[config.mk]
export PLATFORM = sky130hd
export DESIGN_NAME = mem_arbiter
export DESIGN_NICKNAME = d
export VERILOG_FILES = /design/src/rtl/mem_arbiter.sv
export SDC_FILE = /design/constraint.sdc
export NUM_CORES = 1
export LEC_CHECK = 0
export CAP_MARGIN = 20
export CORE_UTILIZATION = 44
export CTS_BUF_LIST = sky130_fd_sc_hd__clkbuf_8 sky130_fd_sc_hd__clkbuf_16
export DETAILED_ROUTE_END_ITERATION = 7
export GPL_TIMING_DRIVEN = 0
export PLACE_DENSITY = 0.87
export SLEW_MARGIN = 20
export SYNTH_ARGS = -nofsm -noshare
export SYNTH_HDL_FRONTEND = slang
export SYNTH_SLANG_ARGS = --single-unit
[constraint.sdc]
create_clock -name clk_i -period 6.4 [get_ports clk_i]
set_input_delay 0.96 -clock clk_i [delete_from_list [all_inputs] [get_ports clk_i]]
set_output_delay 0.96 -clock clk_i [all_outputs]
set_load 0.01 [all_outputs]
[src/rtl/mem_arbiter.sv]
// -----------------------------------------------------------------------------
// mem_arbiter
//   Shares one memory port between the instruction-fetch requester and the
//   load/store requester. Data has fixed priority. A starvation guard hands the
//   port to fetch after MAX_WAIT consecutive data grants while fetch waits.
//   Only one transaction is outstanding at a time. The memory side uses a
//   req/ack handshake with variable latency, and each completion is returned
//   as a one-cycle rvalid pulse to the requester that owns it.
//
// Ports
//   clk_i, reset_i          clock (rising edge), async active-high reset
//   if_req_i/if_addr_i      fetch request (word read)
//   if_gnt_o                fetch accepted this cycle (combinational)
//   if_rvalid_o/if_rdata_o  fetch completion pulse and read data
//   d_req_i/d_we_i/d_size_i/d_addr_i/d_wdata_i   load/store request
//   d_gnt_o                 data accepted this cycle (combinational)
//   d_rvalid_o/d_rdata_o    data completion pulse; rdata is 0 for writes
//   mem_req_o..mem_wdata_o  memory request and registered request fields
//   mem_ack_i/mem_rdata_i   memory completion and read data
// -----------------------------------------------------------------------------
module mem_arbiter #(
  parameter int ADDR_W   = 32,
  parameter int DATA_W   = 32,
  parameter int MAX_WAIT = 4
) (
  input  logic              clk_i,
  input  logic              reset_i,
  input  logic              if_req_i,
  input  logic [ADDR_W-1:0] if_addr_i,
  output logic              if_gnt_o,
  output logic              if_rvalid_o,
  output logic [DATA_W-1:0] if_rdata_o,
  input  logic              d_req_i,
  input  logic              d_we_i,
  input  logic [1:0]        d_size_i,
  input  logic [ADDR_W-1:0] d_addr_i,
  input  logic [DATA_W-1:0] d_wdata_i,
  output logic              d_gnt_o,
  output logic              d_rvalid_o,
  output logic [DATA_W-1:0] d_rdata_o,
  output logic              mem_req_o,
  output logic              mem_we_o,
  output logic [1:0]        mem_size_o,
  output logic [ADDR_W-1:0] mem_addr_o,
  output logic [DATA_W-1:0] mem_wdata_o,
  input  logic              mem_ack_i,
  input  logic [DATA_W-1:0] mem_rdata_i
);

  localparam int CNT_W = $clog2(MAX_WAIT + 1);

  typedef enum logic [1:0] {IDLE, BUSY_IF, BUSY_D} state_t;

  state_t              r_state;
  state_t              w_state_nxt;
  logic [CNT_W-1:0]    r_starve;
  logic                w_starve_max;
  logic                w_if_gnt;
  logic                w_d_gnt;
  logic                w_if_done;
  logic                w_d_done;

  logic                r_mem_we;
  logic [1:0]          r_mem_size;
  logic [ADDR_W-1:0]   r_mem_addr;
  logic [DATA_W-1:0]   r_mem_wdata;
  logic                r_if_rvalid;
  logic                r_d_rvalid;
  logic [DATA_W-1:0]   r_if_rdata;
  logic [DATA_W-1:0]   r_d_rdata;

  assign w_starve_max = (r_starve == CNT_W'(MAX_WAIT));
  assign w_if_done    = (r_state == BUSY_IF) && mem_ack_i;
  assign w_d_done     = (r_state == BUSY_D)  && mem_ack_i;

  // Next-state and grant decode. Grants only exist in IDLE, so an ack seen
  // in IDLE falls through the case untouched and is ignored.
  always_comb begin
    // NOTE: every signal written here gets a default first so no path leaves
    // it unassigned, which would otherwise infer a latch.
    w_state_nxt = r_state;
    w_if_gnt    = 1'b0;
    w_d_gnt     = 1'b0;
    case (r_state)
      IDLE: begin
        // Fetch wins only when data is absent or fetch has waited long enough.
        if (if_req_i && (!d_req_i || w_starve_max)) begin
          w_if_gnt    = 1'b1;
          w_state_nxt = BUSY_IF;
        end else if (d_req_i) begin
          w_d_gnt     = 1'b1;
          w_state_nxt = BUSY_D;
        end
      end
      BUSY_IF, BUSY_D: begin
        if (mem_ack_i) w_state_nxt = IDLE;
      end
      default: w_state_nxt = IDLE;
    endcase
  end

  // NOTE: sequential state uses non-blocking assignments so every register
  // samples pre-edge values regardless of statement order.
  always_ff @(posedge clk_i or posedge reset_i) begin
    if (reset_i) r_state <= IDLE;
    else         r_state <= w_state_nxt;
  end

  always_ff @(posedge clk_i or posedge reset_i) begin
    if (reset_i) begin
      r_mem_we    <= 1'b0;
      r_mem_size  <= 2'd0;
      r_mem_addr  <= '0;
      r_mem_wdata <= '0;
      r_starve    <= '0;
      r_if_rvalid <= 1'b0;
      r_d_rvalid  <= 1'b0;
      r_if_rdata  <= '0;
      r_d_rdata   <= '0;
    end else begin
      if (w_if_gnt) begin
        r_mem_we    <= 1'b0;
        r_mem_size  <= 2'd2;
        r_mem_addr  <= if_addr_i;
        r_mem_wdata <= '0;
        r_starve    <= '0;
      end else if (w_d_gnt) begin
        r_mem_we    <= d_we_i;
        r_mem_size  <= d_size_i;
        r_mem_addr  <= d_addr_i;
        r_mem_wdata <= d_wdata_i;
        // Count data grants that bypassed a waiting fetch; saturate at the
        // limit, restart when fetch was not waiting.
        if (!if_req_i)          r_starve <= '0;
        else if (!w_starve_max) r_starve <= r_starve + 1'b1;
      end

      r_if_rvalid <= w_if_done;
      r_d_rvalid  <= w_d_done;
      if (w_if_done) r_if_rdata <= mem_rdata_i;
      if (w_d_done)  r_d_rdata  <= r_mem_we ? '0 : mem_rdata_i;
    end
  end

  assign if_gnt_o    = w_if_gnt;
  assign d_gnt_o     = w_d_gnt;
  assign if_rvalid_o = r_if_rvalid;
  assign d_rvalid_o  = r_d_rvalid;
  assign if_rdata_o  = r_if_rdata;
  assign d_rdata_o   = r_d_rdata;
  assign mem_req_o   = (r_state != IDLE);
  assign mem_we_o    = r_mem_we;
  assign mem_size_o  = r_mem_size;
  assign mem_addr_o  = r_mem_addr;
  assign mem_wdata_o = r_mem_wdata;

endmodule
# --- Word-level counts from Yosys, hierarchy flattened ---
# Index checks and enable logic that the tools add are counted.
word_totals:
  ff_bits: 138
  inputBits: 136
  out_inout_bits: 136
  word_cells: 50
classes:
  add_sub_neg: 1
  eq_ne: 6
  n_mux: 22
  n_reduce_logical: 11
ops:
  columns: ["op", "count"]
  rows:
  - ["$mux 32", 5]
  - ["$mux 3", 4]
  - ["$mux 2", 5]
  - ["$mux 1", 7]
  - ["$ne 3x3->1 const B", 2]
  - ["$pmux 2 s2", 1]
  - ["$reduce_and 2->1", 2]
  - ["$reduce_bool 2->1", 2]
  - ["$add 3x1->3 const B", 1]
  - ["$eq 3x3->1 const B", 1]
  - ["$logic_and 1x1->1", 3]
  - ["$eq 2x1->1 const B", 1]
  - ["$eq 2x2->1 const B", 1]
  - ["$logic_not 2->1", 1]
  - ["$ne 2x2->1 const B", 1]
  - ["$reduce_or 2->1", 1]
  - ["$logic_not 1->1", 1]
  - ["$logic_or 1x1->1", 1]

# --- Logic depth before layout (Yosys ltp) ---
logic_depth:
  ltp_word: 7
  depth_mapped: 8
  depth_no_buf: 6

# --- Worst setup path after synthesis ---
# Ideal clock, no wire load.
synth_path:
  path_type: "input-to-output"
  start: "input if_req_i"
  end: "output if_gnt_o"
  arrival_time_ns: 1.651
  required_ns: 5.440
  path_slack_ns: 3.789
  path_stages: 5
  path_buffers: 2
  cell_sequence: "buf_2 -> nand2_1 -> a21o_1 -> buf_6 -> inv_1"
synth_via:
  elab_chain_len: 3
synth_lines:
  columns: ["element", "line_no", "text"]
  rows:
  - ["start, declared", "28", "input logic if_req_i,"]
  - ["$logic_and 1x1->1", "87", "if (if_req_i && (!d_req_i || w_starve_max)) begin"]
  - ["$mux 1", "87", null]
  - ["$mux 1", "84", "case (r_state)"]
  - ["end, declared", "30", "output logic if_gnt_o,"]
# No other way between the ends.

# --- Worst setup path after layout ---
layout_path:
  start: "input d_req_i"
  end: "output d_gnt_o"
layout_via:
  elab_chain_len: 5
  word_cells_on_any_way: 6
  cone_classes: "mux (3); reduce/logical (3)"
layout_lines:
  columns: ["element", "line_no", "text"]
  rows:
  - ["start, declared", "33", "input logic d_req_i,"]
  - ["$logic_not 1->1", "87", null]
  - ["$logic_or 1x1->1", "87", null]
  - ["$logic_and 1x1->1", "87", null]
  - ["$mux 1 *", "87", null]
  - ["$mux 1 *", "84", null]
  - ["end, declared", "38", "output logic d_gnt_o,"]
# Every way passes the cells marked *; elsewhere a longest branch is shown, timed or not.

==> results.toml <==
[status]
status = "finished clean"

[floorplanning]
core_area_um2 = 12600
start_util_pct = 45.0
num_rows = 41
die-area_um2 = 13300
ios = 272
die_w_um = 115
die_y_um = 115

[worst_setup_path]
required_ps = 5440
critPathMaxStageDelay_ps = 690
critPathBufInv = 4
cpMaxStageDelayCell = "clkdlybuf4s50_1"
cpMostUsedCell = "clkdlybuf4s50_1"
crit_path_end_kind = "primary output"
start_kind = "primary input"
crit_family = "buffers and inverters"
path_class = "in -> out"
path_max_fanout = 10
worstPathCellList = "clkdlybuf4s50_1, nand3_4, inv_2, buf_4, clkdlybuf4s50_1"
cp.arrival_ps = 2830

[timing]
finalCritPeriodShare_pct = 59.2
fin_crit_ps = 3790
hold_viol = 0
skew_ps = 12.6
max_freq_mhz = 264
setup_ws_ps = 2610
rsz0062_at_grt = "no"
finalSetupViolCount = 0
slew_violations = 0
relSlewSlack_pct = 67.2
fin_setup_tns_ps = 0
worst-slew-pin-transition_ps = 492

[pwr]
p_int_uw = 3130
pwr-share-clk_pct = 22.0
power_frac_seq_pct = 32.6
pwr_density_cell_nw_per_um2 = 497
switchingPower_uw = 1460
switching_share_pct = 31.8
leakagePower_uw = 0.00396
pwr-share-comb_pct = 45.4
ir_drop_mv = 0.230

[clock_network]
clkLatencyLatePin_ps = 410
cts_tree = "yes"
clock_sinks = 138
cts_buffers = 17
cts_resized = 0
post_cts_buffers = 0
clock_path_buffers = 2
cts_hold_buf = 0
ctsRootBufferMaster = "clkbuf_16"
htree_levels = 4
path_clk_slew_ps = 60

[synth]
synth-edff-count = 0
synth-adder-area-share_pct = 1.11
synth-main-ff-cell = "dfrtp_1"
synth_warnings = 0
synth.top_cells.by_area = "dfrtp_1 (61%), nand2b_1 (6.9%), mux2_2 (6.4%)"
synth_common_cells = "dfrtp_1 (138), nand2b_1 (62), nand2_1 (39)"
synth.distinct_cells = 30
postSynthAreaPerCell_um2 = 12.9
synth_most_common_cell = "dfrtp_1"
muxShareOfSynthArea_pct = 6.37
yosysTopAreaCell = "dfrtp_1"
synth_area_um2 = 5660
synth_simple_gate_area_share_pct = 11.0
synth-seq-cells = 138
netlist_instances = 438
synth_compound_area_share_pct = 16.1
syn_nets = 579
netlist.area_leader.share_pct = 61.0
synth_xor_area_share_pct = 0
synth_top_family_by_area = "compound AO/OA/AOI/OAI gates"
ys_seq_area_share_pct = 61.0
async_reset_ff_share_pct = 100

[place]
gp_congestion = 0.810
dpl_cell_area_um2 = 8610
place_ws_ps = 2630
dp_hpwl_um = 12100
io_buffers = 270
place_inst = 881

[global_routing]
grt_pass1_vias = 4857
antenna_found_initial = 0
grt_max_degree = 96
grt_usage_pct = 24.6
grt_first_pass_wirelength_um = 24700
grt_overflow = 0

[cells_and_area]
fin_area_um2 = 9230
antenna_cells = 0
fin_util_pct = 73.4
fin_cells = 913
nFillCells = 839
fin_nets = 869
drive_above_1_share_pct = 16.3
syn2layout_area_growth_pct = 63.1

[drt]
wl_um = 16200
drtPass1Iterations = 4
top_layer = "met4"
drt_first_iter_violations = 309
wl_met2_um = 8380
drcViolationCount = 0
via_count = 4644
wl_met3_um = 1210
antenna_left = 0
drt-met1-wl_um = 6330
wl_per_cell_um = 17.7
via_per_inst = 5.09

[run]
maxCapViolations = 0

[worst_hold_path]
min_path_type = "reg -> reg"
[per-layer routing]
metal / up-vias / GRT usage [%]
met1: 2292 / 27.8
met3: 21 / 6.90
li1: 2143 / -
met4: 0 / 9.18
met5: - / 0
met2: 188 / 44.1
[area by class of cell]
cell class / count / area [µm²] / share of cell area [%]
plain buffers: 31 / 211 / 2.29
clock buffers: 19 / 453 / 4.91
clock inverters: 13 / 165 / 1.79
inverters: 11 / 48.8 / 0.529
multi-input cells: 258 / 1950 / 21.2
flip-flops and latches: 138 / 3450 / 37.4
well taps: 172 / 215 / 2.33
repair buffers: 271 / 2730 / 29.6
[through the flow]
stage,hold slack (ps),power [µW]
after floorplan,485,2470
after global placement,463,3510
after detailed placement,471,3590
after CTS,484,4630
after global routing,509,4840
final,478,4590
[path summary, 6_finish.rpt]
| path | slack (ps) | depth (start not counted) | to | startpoint |
|---|---|---|---|---|
| worst max-delay path | 2610 | 5 | d_gnt_o | d_req_i |
| max in group asynchronous | 4690 | 3 | mem_wdata_o[3] | reset_i |
| worst min-delay path | 480 | 2 | d_rdata_o[20] | d_rdata_o[20] |
| worst max register to register | 4630 | 7 | mem_addr_o[21] | r_state[0] |
| min in group asynchronous | 950 | 2 | mem_addr_o[24] | reset_i |
| worst min register to register | 480 | 2 | d_rdata_o[20] | d_rdata_o[20] |
[power by group through the flow]
stage / Clock, µW / Sequential [µW] / Combinational, µW
4_1_cts: 1030 / 1490 / 2110
6_report: 1010 / 1490 / 2090
2_1_floorplan: 0 / 1650 / 819
3_5_place_dp: 0 / 1490 / 2100
3_3_place_gp: 0 / 1480 / 2030
5_1_grt: 1070 / 1540 / 2230
[cell usage in the layout (no fill, tap or decap), types with 2 or more instances in the layout]
| master | instances |
|---|---|
| a22o_1 | 35 |
| a32o_1 | 2 |
| and3_1 | 2 |
| buf_2 | 10 |
| buf_4 | 2 |
| buf_6 | 10 |
| bufinv_16 | 3 |
| clkbuf_1 | 9 |
| clkbuf_16 | 17 |
| clkbuf_8 | 2 |
| clkdlybuf4s50_1 | 270 |
| clkinv_4 | 2 |
| clkinvlp_4 | 3 |
| dfrtp_1 | 138 |
| ha_1 | 5 |
| inv_1 | 10 |
| inv_6 | 3 |
| mux2_2 | 32 |
| nand2_1 | 39 |
| nand2b_1 | 62 |
| o21ai_0 | 33 |
| o221a_1 | 2 |
| o221a_2 | 30 |
| or2b_1 | 4 |
[cell families (layout without fill, tap and decap cells)]
logic type | Yosys count | count (layout)
buffers and inverters | 42 | 345
flip-flops | 138 | 138
multiplexers | 32 | 32
AO/OA/AOI/OAI | 109 | 109
adder cells (fa/ha/maj) | 5 | 5
AND/OR/NAND/NOR | 112 | 112
[state kept, by name (all words and copies together) (netlist names)]
signal,flops
d_rdata_o,32
mem_addr_o,32
r_state,2
mem_we_o,1
if_rvalid_o,1
mem_wdata_o,32
d_rvalid_o,1
if_rdata_o,32
r_starve,3
mem_size_o,2
[worst min-delay path, stage by stage, from the launching register on]
cell,delay [ps]
dfrtp_1,340
nand2_1,40
o21ai_0,60
No activity file was read; power rests on OpenSTA's default activity.
